==> config.mk <==
export PLATFORM = sky130hd
export DESIGN_NAME = exec_stage
export DESIGN_NICKNAME = d
export VERILOG_FILES = /design/src/rtl/proc_pkg.sv /design/src/rtl/exec_mul_seq.sv /design/src/rtl/exec_stage.sv
export SDC_FILE = /design/constraint.sdc
export NUM_CORES = 1
export LEC_CHECK = 0
export BUFFER_PORTS_ARGS = -buffer_cell sky130_fd_sc_hd__buf_2
export CORE_AREA = 2 2 124 126
export DETAILED_ROUTE_END_ITERATION = 16
export DIE_AREA = 0 0 126 128
export GPL_TIMING_DRIVEN = 0
export PLACE_DENSITY_LB_ADDON = 0.1
export SETUP_SLACK_MARGIN = 0.2
export SYNTH_ARGS = -nofsm -noshare
export SYNTH_HDL_FRONTEND = slang
export SYNTH_SLANG_ARGS = --single-unit
export TNS_END_PERCENT = 20
==> constraint.sdc <==
create_clock -name clk -period 0.9 [get_ports clk]
set_input_delay 0.09 -clock clk [delete_from_list [all_inputs] [get_ports clk]]
set_output_delay 0.09 -clock clk [all_outputs]
set_load 0.02 [all_outputs]
==> src/rtl/proc_pkg.sv <==
// Shared processor definitions: datapath/register widths, ALU opcodes and
// the execute-stage FSM state encoding.
package proc_pkg;

  localparam int unsigned DATA_W = 16;
  localparam int unsigned REG_AW = 3;

  typedef enum logic [2:0] {
    OP_ADD = 3'b000,
    OP_SUB = 3'b001,
    OP_AND = 3'b010,
    OP_OR  = 3'b011,
    OP_XOR = 3'b100,
    OP_SHL = 3'b101,
    OP_SHR = 3'b110,
    OP_MUL = 3'b111
  } op_t;

  typedef enum logic [1:0] {
    ST_IDLE = 2'd0,
    ST_MUL  = 2'd1,
    ST_DONE = 2'd2
  } exec_state_t;

endpackage

==> src/rtl/exec_mul_seq.sv <==
// Sequential shift-add multiplier: one multiplier bit per cycle, DW cycles.
// start loads the operands; done is high in the cycle whose clock edge
// retires the last bit, with result already holding the final low-DW product.
module exec_mul_seq
  import proc_pkg::*;
#(
  parameter int DW = DATA_W
) (
  input  logic          clk,
  input  logic          reset,
  input  logic          start,
  input  logic [DW-1:0] a,
  input  logic [DW-1:0] b,
  output logic          done,
  output logic [DW-1:0] result
);

  localparam int CW = $clog2(DW);

  logic          running_q, running_d;
  logic [CW-1:0] cnt_q, cnt_d;
  logic [DW-1:0] mcand_q, mcand_d;
  logic [DW-1:0] mplier_q, mplier_d;
  logic [DW-1:0] acc_q, acc_d;
  logic [DW-1:0] acc_next;

  // Partial-product accumulation for the current multiplier bit
  always_comb begin
    acc_next = acc_q + (mplier_q[0] ? mcand_q : '0);
    done     = running_q && (cnt_q == CW'(DW - 1));
    result   = acc_next;
  end

  // Next-state for the iteration registers
  always_comb begin
    running_d = running_q;
    cnt_d     = cnt_q;
    mcand_d   = mcand_q;
    mplier_d  = mplier_q;
    acc_d     = acc_q;
    if (start) begin
      running_d = 1'b1;
      cnt_d     = '0;
      mcand_d   = a;
      mplier_d  = b;
      acc_d     = '0;
    end else if (running_q) begin
      acc_d    = acc_next;
      mcand_d  = {mcand_q[DW-2:0], 1'b0};
      mplier_d = {1'b0, mplier_q[DW-1:1]};
      cnt_d    = cnt_q + 1'b1;
      if (done) running_d = 1'b0;
    end
  end

  // Iteration state registers
  always_ff @(posedge clk or posedge reset) begin
    if (reset) begin
      running_q <= 1'b0;
      cnt_q     <= '0;
      mcand_q   <= '0;
      mplier_q  <= '0;
      acc_q     <= '0;
    end else begin
      running_q <= running_d;
      cnt_q     <= cnt_d;
      mcand_q   <= mcand_d;
      mplier_q  <= mplier_d;
      acc_q     <= acc_d;
    end
  end

endmodule

==> src/rtl/exec_stage.sv <==
// Execute stage: single-cycle ALU ops with one register-file write per cycle,
// plus an optional 16-cycle sequential multiply.
// Build option: define EXEC_STAGE_MUL_EN to enable op 111 as MUL; otherwise
// op 111 is accepted as a NOP with no write.
module exec_stage
  import proc_pkg::*;
#(
  parameter int DW = DATA_W
) (
  input  logic              clk,
  input  logic              reset,
  input  logic              in_valid,
  output logic              in_ready,
  input  logic [2:0]        op,
  input  logic [REG_AW-1:0] dst,
  input  logic [DW-1:0]     a,
  input  logic [DW-1:0]     b,
  output logic [REG_AW-1:0] ws,
  output logic [DW-1:0]     wd,
  output logic              we,
  output logic              zero,
  output logic              neg,
  output logic              busy
);

  exec_state_t       state_q, state_d;
  logic [REG_AW-1:0] ws_q, ws_d;
  logic [DW-1:0]     wd_q, wd_d;
  logic              zero_q, zero_d;
  logic              neg_q, neg_d;
  logic              accept;
  op_t               op_e;
  logic [DW-1:0]     alu_res;
  logic              mul_start;

`ifdef EXEC_STAGE_MUL_EN
  logic [REG_AW-1:0] mul_dst_q, mul_dst_d;
  logic              mul_done;
  logic [DW-1:0]     mul_result;

  exec_mul_seq #(.DW(DW)) u_mul (
    .clk    (clk),
    .reset  (reset),
    .start  (mul_start),
    .a      (a),
    .b      (b),
    .done   (mul_done),
    .result (mul_result)
  );
`endif

  // Single-cycle ALU result for the operation on the inputs
  always_comb begin
    op_e = op_t'(op);
    case (op_e)
      OP_ADD:  alu_res = a + b;
      OP_SUB:  alu_res = a - b;
      OP_AND:  alu_res = a & b;
      OP_OR:   alu_res = a | b;
      OP_XOR:  alu_res = a ^ b;
      OP_SHL:  alu_res = a << b[3:0];
      OP_SHR:  alu_res = a >> b[3:0];
      default: alu_res = '0;
    endcase
  end

  // FSM and write-port next state; flags change only when a write completes
  always_comb begin
    accept    = in_valid && in_ready;
    state_d   = state_q;
    ws_d      = ws_q;
    wd_d      = wd_q;
    zero_d    = zero_q;
    neg_d     = neg_q;
    mul_start = 1'b0;
`ifdef EXEC_STAGE_MUL_EN
    mul_dst_d = mul_dst_q;
`endif
    case (state_q)
      ST_IDLE, ST_DONE: begin
        state_d = ST_IDLE;
        if (accept) begin
          if (op_e == OP_MUL) begin
`ifdef EXEC_STAGE_MUL_EN
            state_d   = ST_MUL;
            mul_start = 1'b1;
            mul_dst_d = dst;
`else
            state_d   = ST_IDLE;
`endif
          end else begin
            state_d = ST_DONE;
            ws_d    = dst;
            wd_d    = alu_res;
            zero_d  = (alu_res == '0);
            neg_d   = alu_res[DW-1];
          end
        end
      end
      ST_MUL: begin
`ifdef EXEC_STAGE_MUL_EN
        if (mul_done) begin
          state_d = ST_DONE;
          ws_d    = mul_dst_q;
          wd_d    = mul_result;
          zero_d  = (mul_result == '0);
          neg_d   = mul_result[DW-1];
        end
`else
        state_d = ST_IDLE;
`endif
      end
      default: state_d = ST_IDLE;
    endcase
  end

  // State and output registers
  always_ff @(posedge clk or posedge reset) begin
    if (reset) begin
      state_q <= ST_IDLE;
      ws_q    <= '0;
      wd_q    <= '0;
      zero_q  <= 1'b0;
      neg_q   <= 1'b0;
    end else begin
      state_q <= state_d;
      ws_q    <= ws_d;
      wd_q    <= wd_d;
      zero_q  <= zero_d;
      neg_q   <= neg_d;
    end
  end

`ifdef EXEC_STAGE_MUL_EN
  // Destination held across the multiply
  always_ff @(posedge clk or posedge reset) begin
    if (reset) mul_dst_q <= '0;
    else       mul_dst_q <= mul_dst_d;
  end
`endif

  // Output decode
  always_comb begin
    in_ready = (state_q != ST_MUL);
    we       = (state_q == ST_DONE);
    ws       = ws_q;
    wd       = wd_q;
    zero     = zero_q;
    neg      = neg_q;
`ifdef EXEC_STAGE_MUL_EN
    busy     = (state_q == ST_MUL);
`else
    busy     = 1'b0;
`endif
  end

endmodule
==> run_results.csv, run 1 <==
group,metric,value,unit
worst_setup_path,worstPathArrival,3660,ps
synthesis,synth_fa_ha_area_share,14.5,%
run_status,violations,"hold timing, setup timing",
grt,grt_max_degree,22,
route,vias,4882,
place,dp_hpwl,14500,um
worst_setup_path,critPathCaptureType,"register",
place,routabilityCongestion,0.945,
cts,cts_buffers,3,
synthesis,synth_area_leaders,"ha_1 (14%), dfrtp_1 (12%), mux4_2 (10%)",
job,drv_cap,0,
place,place_inst,801,
synthesis,ys_ff_latch,21,
worst_setup_path,crit_fanout,3,
grt,grt_use_met1,32.7,%
power_and_ir_drop,powerDensity,1030,mW/mm^2
timing,relSlewSlack,35.8,%
worst_setup_path,cp.required,1090,ps
cts,tritoncts,"done",
synthesis,syn_area_per_cell,7.94,um^2
die,die_h,128,um
timing,holdWs,-10.3,ps
timing,setup_slack,-2570,ps
synthesis,synth-simple-area-share,18.5,%
timing,final_hold_viol_count,21,
route,drcViolationCount,0,
final_layout,stdcell_count,851,
synthesis,netlist_instances,552,
final_layout,filler_cell_count,1524,
synthesis,synth.area.mux_share,16.4,%
timing,finalSetupViolCount,23,
synthesis,synth_edf_count,0,
run_status,status,"complete, but fails checks",
synthesis,ys_warn_count,0,
final_layout,mostFrequentLayoutCells,"nand2_1 (55), buf_4 (45), buf_2 (43)",
cts,cts_root_buf,"clkbuf_16",
power_and_ir_drop,irDropWorstVdd,0.000879,V
cts,cts.sinks,21,
die,core-area,0.0149,mm^2
synthesis,netlist-cell-type-count,70,
die,ios,65,
synthesis,seq_area_frac_synth,12.0,%
cts,clk_pin_slew,60,ps
worst_setup_path,timing.critical_path.mode_cell,"buf_12",
synthesis,syn_nets,643,
timing,worst_pin_slew,956,ps
timing,max_freq,288,MHz
synthesis,ys.flop_type,"dfrtp_1",
route,final_antenna_net_count,0,
die,die_w,126,um
final_layout,layout_commonest_cell,"nand2_1",
cts,htreeDepth,1,
synthesis,synth_compound_area_share,26.5,%
worst_setup_path,worst_path_max_delay_cell,"a2111oi_4",
synthesis,synth_top_family_by_area,"compound AO/OA/AOI/OAI gates",
synthesis,synth_xor_area_share,4.60,%
grt,grt_use_total,22.7,%
die,num_rows,45,
power_and_ir_drop,total_power,6.37,mW
timing,period_needed,3470,ps
cts,cts_max_path_buffers,2,
grt,grt_pass1_wl,28800,um
synthesis,synth.top_cell.area_share,14.0,%
timing,tns,-31960,ps
route,drt_iter0_markers,316,
grt,grt_util_met2,37.3,%
route,firstDrtPassIters,5,
route,routed_wl,18800,um
timing,final.setup_skew,0,ps
route,via_per_inst,5.74,
final_layout,drive_above_1_share,36.2,%
grt,gr-usage-met3,2.17,%
final_layout,area_growth,40.7,%
timing,min_period_over_period,386,%
grt,antenna_found_initial,0,
worst_setup_path,path_cells,"buf_8 -> buf_12 -> buf_12 -> clkinv_8 -> buf_12 -> ha_4 -> nand3_4 -> o21ai_4 -> o21ai_2 -> nand2b_4 -> xnor2_4 -> ha_4 -> nor3b_4 -> nor3_4 -> o221ai_2 -> a221o_1 -> a211oi_2 -> o2111ai_2 -> a2111oi_4 -> a32o_1",
timing,rsz0062_at_grt,"yes",
grt,gr-total-overflow,0,
final_layout,n_antenna_cell,0,
final_layout,seqCellArea,526,um^2
synthesis,yosysTopAreaCell,"ha_1",
final_layout,nNetsFinal,755,
cts,holdBufCountCts,0,
min_path,holdCritPathClass,"in2async",
grt,grt_pass1_vias,4803,
worst_setup_path,start_kind,"input pin",
grt,gr-max-usage-layer,"met2",
worst_setup_path,cpPeakStageDelay,360,ps
cts,insertion_delay,250,ps
die,dieArea,0.0161,mm^2
die,start_util,29.5,%
route,wl_per_cell,22.1,um
synthesis,synthArstFlopShare,100,%
final_layout,multi_input_area,0.00401,mm^2
place,portBuffers,61,
timing,finalMaxSlewViolations,0,
power_and_ir_drop,leakagePower,2.70,nW
worst_setup_path,critPathKind,"in2reg",
synthesis,syn_area,0.00438,mm^2
## final cells by class
cell class,instances,area share (%)
buffer,38,5.60
clock buffer,4,1.28
inverter,38,2.64
multi-input combinational,455,65.1
sequential,21,8.53
tap,188,3.82
timing repair buffer,107,13.1
## cell families after synthesis
| family | Yosys count |
|---|---|
| muxes | 45 |
| other | 2 |
| DFF | 21 |
| xor gates and xnor gates | 23 |
| adders and majority gates | 50 |
| AOI/OAI and AO/OA | 166 |
| buffers and inverters | 76 |
| and+or+nand+nor | 169 |
## critical path: cells and delay by family
kind	cells	cell delay, ps
AO/OA/AOI/OAI	8	1860
XOR/XNOR	1	170
adder cells (fa/ha/maj)	2	370
buffers and inverters	5	480
AND/OR/NAND/NOR	4	670
## metrics by stage
step           setup WS (ps)  hold WS [ps]  utilization [%]  instance area, um^2
4_1_cts                -2550          28.8             38.5                 5730
3_3_place_gp           -3540           272             33.8                 5030
2_1_floorplan          -2380          66.5                -                 4490
5_1_grt                -2730          37.7             41.5                 6160
6_report               -2570         -10.3             41.5                 6160
3_5_place_dp           -3510           288             33.8                 5030
## synthesized netlist by cell type, types with 5 or more instances
cell type / instances
dfrtp_1: 21
a211oi_1: 8
nor2b_1: 11
mux2_2: 6
mux2i_1: 12
inv_1: 36
o22ai_1: 10
nand3_1: 13
a21oi_1: 24
o221ai_1: 6
a22oi_1: 12
o21a_1: 6
o21ai_0: 31
o211ai_1: 7
buf_2: 6
nor2_1: 34
xnor2_1: 19
buf_1: 6
nand2b_1: 8
clkbuf_1: 19
a31oi_1: 8
buf_4: 5
mux4_2: 20
nand2_1: 62
and3_1: 7
mux2_1: 7
ha_1: 49
nor3_1: 11
a21o_1: 6
## layer usage
layer | share of wire [%] | wire, um
met3 | 4.9 | 915
met5 | 0 | 0
met4 | 2.6 | 498
met2 | 46 | 8740
met1 | 46 | 8670
## report_power, final
group	total (mW)	internal, mW	switching [mW]
registers	1.21	1.10	0.110
logic	4.23	1.90	2.33
clock network	0.929	0.603	0.326
total	6.37	3.60	2.76
## final timing paths
| check | from | endpoint | slack [ps] | depth (start not counted) |
|---|---|---|---|---|
| setup / recovery | b[0] | zero | -2570 | 20 |
| hold / removal | reset | ws[1] | -10 | 2 |
| setup reg to reg | wd[2] | wd[2] | 110 | 1 |
| hold reg to reg | ws[1] | ws[1] | 490 | 2 |
| max in group asynchronous | reset | wd[5] | 400 | 2 |
| min in group clk | dst[2] | ws[2] | 30 | 3 |
## state kept, by name (all words and copies together) (netlist names)
signal   cells
zero         1
wd          16
ws           3
state_q      1
## what timing repair did
item	CTS	global route
endpoints found under the setup margin	43	43
hold endpoints to repair	0	0
resized for setup	117	63
setup buffers	25	21
pin swaps	26	31
Power figures use the tool's default switching activity.
==> inputs of run 2 (changes only) <==
--- a/config.mk
+++ b/config.mk
@@ -11,7 +11,7 @@
 export DIE_AREA = 0 0 126 128
 export GPL_TIMING_DRIVEN = 0
 export PLACE_DENSITY_LB_ADDON = 0.1
-export SETUP_SLACK_MARGIN = 0.2
+export SETUP_SLACK_MARGIN = 0.3
 export SYNTH_ARGS = -nofsm -noshare
 export SYNTH_HDL_FRONTEND = slang
 export SYNTH_SLANG_ARGS = --single-unit
==> run 2 against run 1 <==
  * The flow still finishes with violations (hold timing, setup timing)
  * Worst setup slack lost 15 ps
  * Final cell count rose by 0.24%
  * Sequential cell count did not move
  * Non-clock buffer count increased by 2
  * Global-route usage unchanged
  * Cell area increased by 1.3%
  * Sequential power hardly changed
  * Worst hold slack worse by 140 ps
  * Clock power increased by 0.5%
  * Critical path type unchanged
  * Critical endpoint unchanged
  * Largest cell class unchanged
  * Largest power group unchanged
  * Highest routed layer unchanged
==> run_results.csv, run 2 (synthesized netlist as in run 1, its figures left out) <==
group,metric,value,unit
run_status,status,"complete, but fails checks",
run_status,violations,"hold timing, setup timing",
timing,setup_slack,-2590,ps
worst_setup_path,critPathCaptureType,"register",
die,die_h,128,um
place,dp_hpwl,14500,um
place,place_ws,-3510,ps
route,vias,4903,
place,routabilityCongestion,0.945,
grt,grt_pass1_wl,28800,um
worst_setup_path,reg2reg_from,"wd[2]",
worst_setup_path,ff2ff_setup_slack,110,ps
die,dieArea,0.0161,mm^2
die,num_rows,45,
worst_setup_path,path_cells,"buf_8 -> buf_12 -> buf_12 -> clkinv_8 -> buf_12 -> ha_4 -> nand3_4 -> o21ai_4 -> o21ai_2 -> nand2b_4 -> xnor2_4 -> ha_4 -> nor3b_4 -> nor3_4 -> o221ai_2 -> a221o_1 -> a211oi_2 -> o2111ai_2 -> a2111oi_4 -> a32o_1",
final_layout,area_growth,42.6,%
power_and_ir_drop,p_sw,2.82,mW
final_layout,layout_commonest_cell,"nand2_1",
timing,relSlewSlack,34.5,%
route,routed_wl,19000,um
timing,min_period_over_period,388,%
worst_setup_path,worstPathArrival,3670,ps
grt,grt_pass1_vias,4803,
die,ios,65,
timing,worst_pin_slew,975,ps
cts,insertion_delay,250,ps
cts,clk_pin_slew,60,ps
cts,tritoncts,"done",
worst_setup_path,timing.critical_path.mode_cell,"buf_12",
route,final_antenna_net_count,0,
final_layout,drive_above_1_share,37.7,%
final_layout,nNetsFinal,757,
worst_setup_path,reg2regPathDepth,1,
final_layout,stdcell_count,853,
timing,holdWs,-145,ps
worst_setup_path,critPathKind,"in2reg",
worst_setup_path,worst_path_max_delay_cell,"a2111oi_4",
grt,antenna_found_initial,0,
cts,holdBufCountCts,0,
cts,cts_max_path_buffers,2,
worst_setup_path,cp.required,1090,ps
grt,grt_max_degree,22,
route,drt_iter0_markers,326,
place,place_inst,801,
timing,finalSetupViolCount,23,
power_and_ir_drop,powerDensity,1040,mW/mm^2
route,firstDrtPassIters,5,
final_layout,filler_cell_count,1509,
route,wl_per_cell,22.2,um
timing,finalMaxSlewViolations,0,
power_and_ir_drop,p_clk_share,14.4,%
timing,max_freq,287,MHz
power_and_ir_drop,pwr-share-comb,66.9,%
worst_setup_path,path_delay_family,"compound AO/OA/AOI/OAI gates",
worst_setup_path,r2r-end,"wd[2]",
power_and_ir_drop,switching_share,43.5,%
final_layout,mostFrequentLayoutCells,"nand2_1 (55), buf_4 (47), buf_2 (43)",
worst_setup_path,start_kind,"input pin",
worst_setup_path,critical_path_buf_inv_count,5,
place,portBuffers,61,
power_and_ir_drop,irDropWorstVdd,0.000886,V
grt,gr-total-overflow,0,
job,drv_cap,0,
timing,final_hold_viol_count,21,
power_and_ir_drop,pwr-share-seq,18.6,%
route,via_per_inst,5.75,
cts,htreeDepth,1,
cts,cts_root_buf,"clkbuf_16",
min_path,holdCritPathClass,"in2async",
timing,final.setup_skew,0,ps
worst_setup_path,crit_fanout,3,
die,die_w,126,um
cts,cts_buffers,3,
grt,grt_use_total,22.7,%
power_and_ir_drop,p_int,3.66,mW
final_layout,largest_register_ff_count,16,
worst_setup_path,cpPeakStageDelay,360,ps
power_and_ir_drop,leakagePower,2.72,nW
cts,cts.sinks,21,
final_layout,seqCellArea,526,um^2
route,drcViolationCount,0,
timing,period_needed,3490,ps
final_layout,multi_input_area,0.00407,mm^2
final_layout,n_antenna_cell,0,
die,core-area,0.0149,mm^2
timing,rsz0062_at_grt,"yes",
die,start_util,29.5,%
run 2: layout make-up:
| cell class | count | share of cell area, % |
|---|---|---|
| timing repair buffer | 109 | 13.1 |
| sequential | 21 | 8.42 |
| tap | 188 | 3.77 |
| clock buffer | 4 | 1.26 |
| multi-input combinational | 455 | 65.2 |
| buffer | 38 | 5.53 |
| inverter | 38 | 2.66 |
run 2: metal layers:
metal  vias up  routed length, um  track usage (%)
li1       2278                  -                -
met2       165               8850             37.3
met5         -                  0                0
met1      2432               8670             32.7
met3        28                967             2.17
met4         0                461             4.59
run 2: what timing repair did:
| item | in CTS | in global routing |
|---|---|---|
| buffers inserted | 25 | 23 |
| pin swaps | 26 | 37 |
| hold endpoints to repair | 0 | 21 |
| setup endpoints to repair | 43 | 64 |
| gates resized for setup | 117 | 75 |
run 2: metrics by stage:
stage	utilization, %	TNS [ps]	total power, mW	cell area [um^2]
after floorplan	-	-29180	3.37	4490
after global placement	33.8	-48260	4.39	5030
after detailed placement	33.8	-48310	4.41	5030
after CTS	38.5	-31500	5.89	5730
after global routing	42.0	-34450	6.87	6240
final	42.0	-31840	6.47	6240
run 2: worst max-delay path by stage:
| stage | slack [ps] | to | startpoint | cells past startpoint |
|---|---|---|---|---|
| floorplan | -2380 | zero | b[0] | 19 |
| global placement | -3540 | zero | b[1] | 17 |
| detailed placement | -3510 | zero | b[1] | 17 |
| CTS | -2550 | zero | b[0] | 20 |
| global route | -2780 | zero | b[0] | 20 |
| finish | -2590 | zero | b[0] | 20 |
run 2: power by group through the flow:
stage | clock (mW) | combinational [mW] | sequential [mW]
global route | 0.995 | 4.65 | 1.23
global placement | 0 | 3.21 | 1.18
detailed placement | 0 | 3.22 | 1.19
CTS | 0.958 | 3.73 | 1.21
floorplan | 0 | 2.00 | 1.37
finish | 0.934 | 4.33 | 1.21
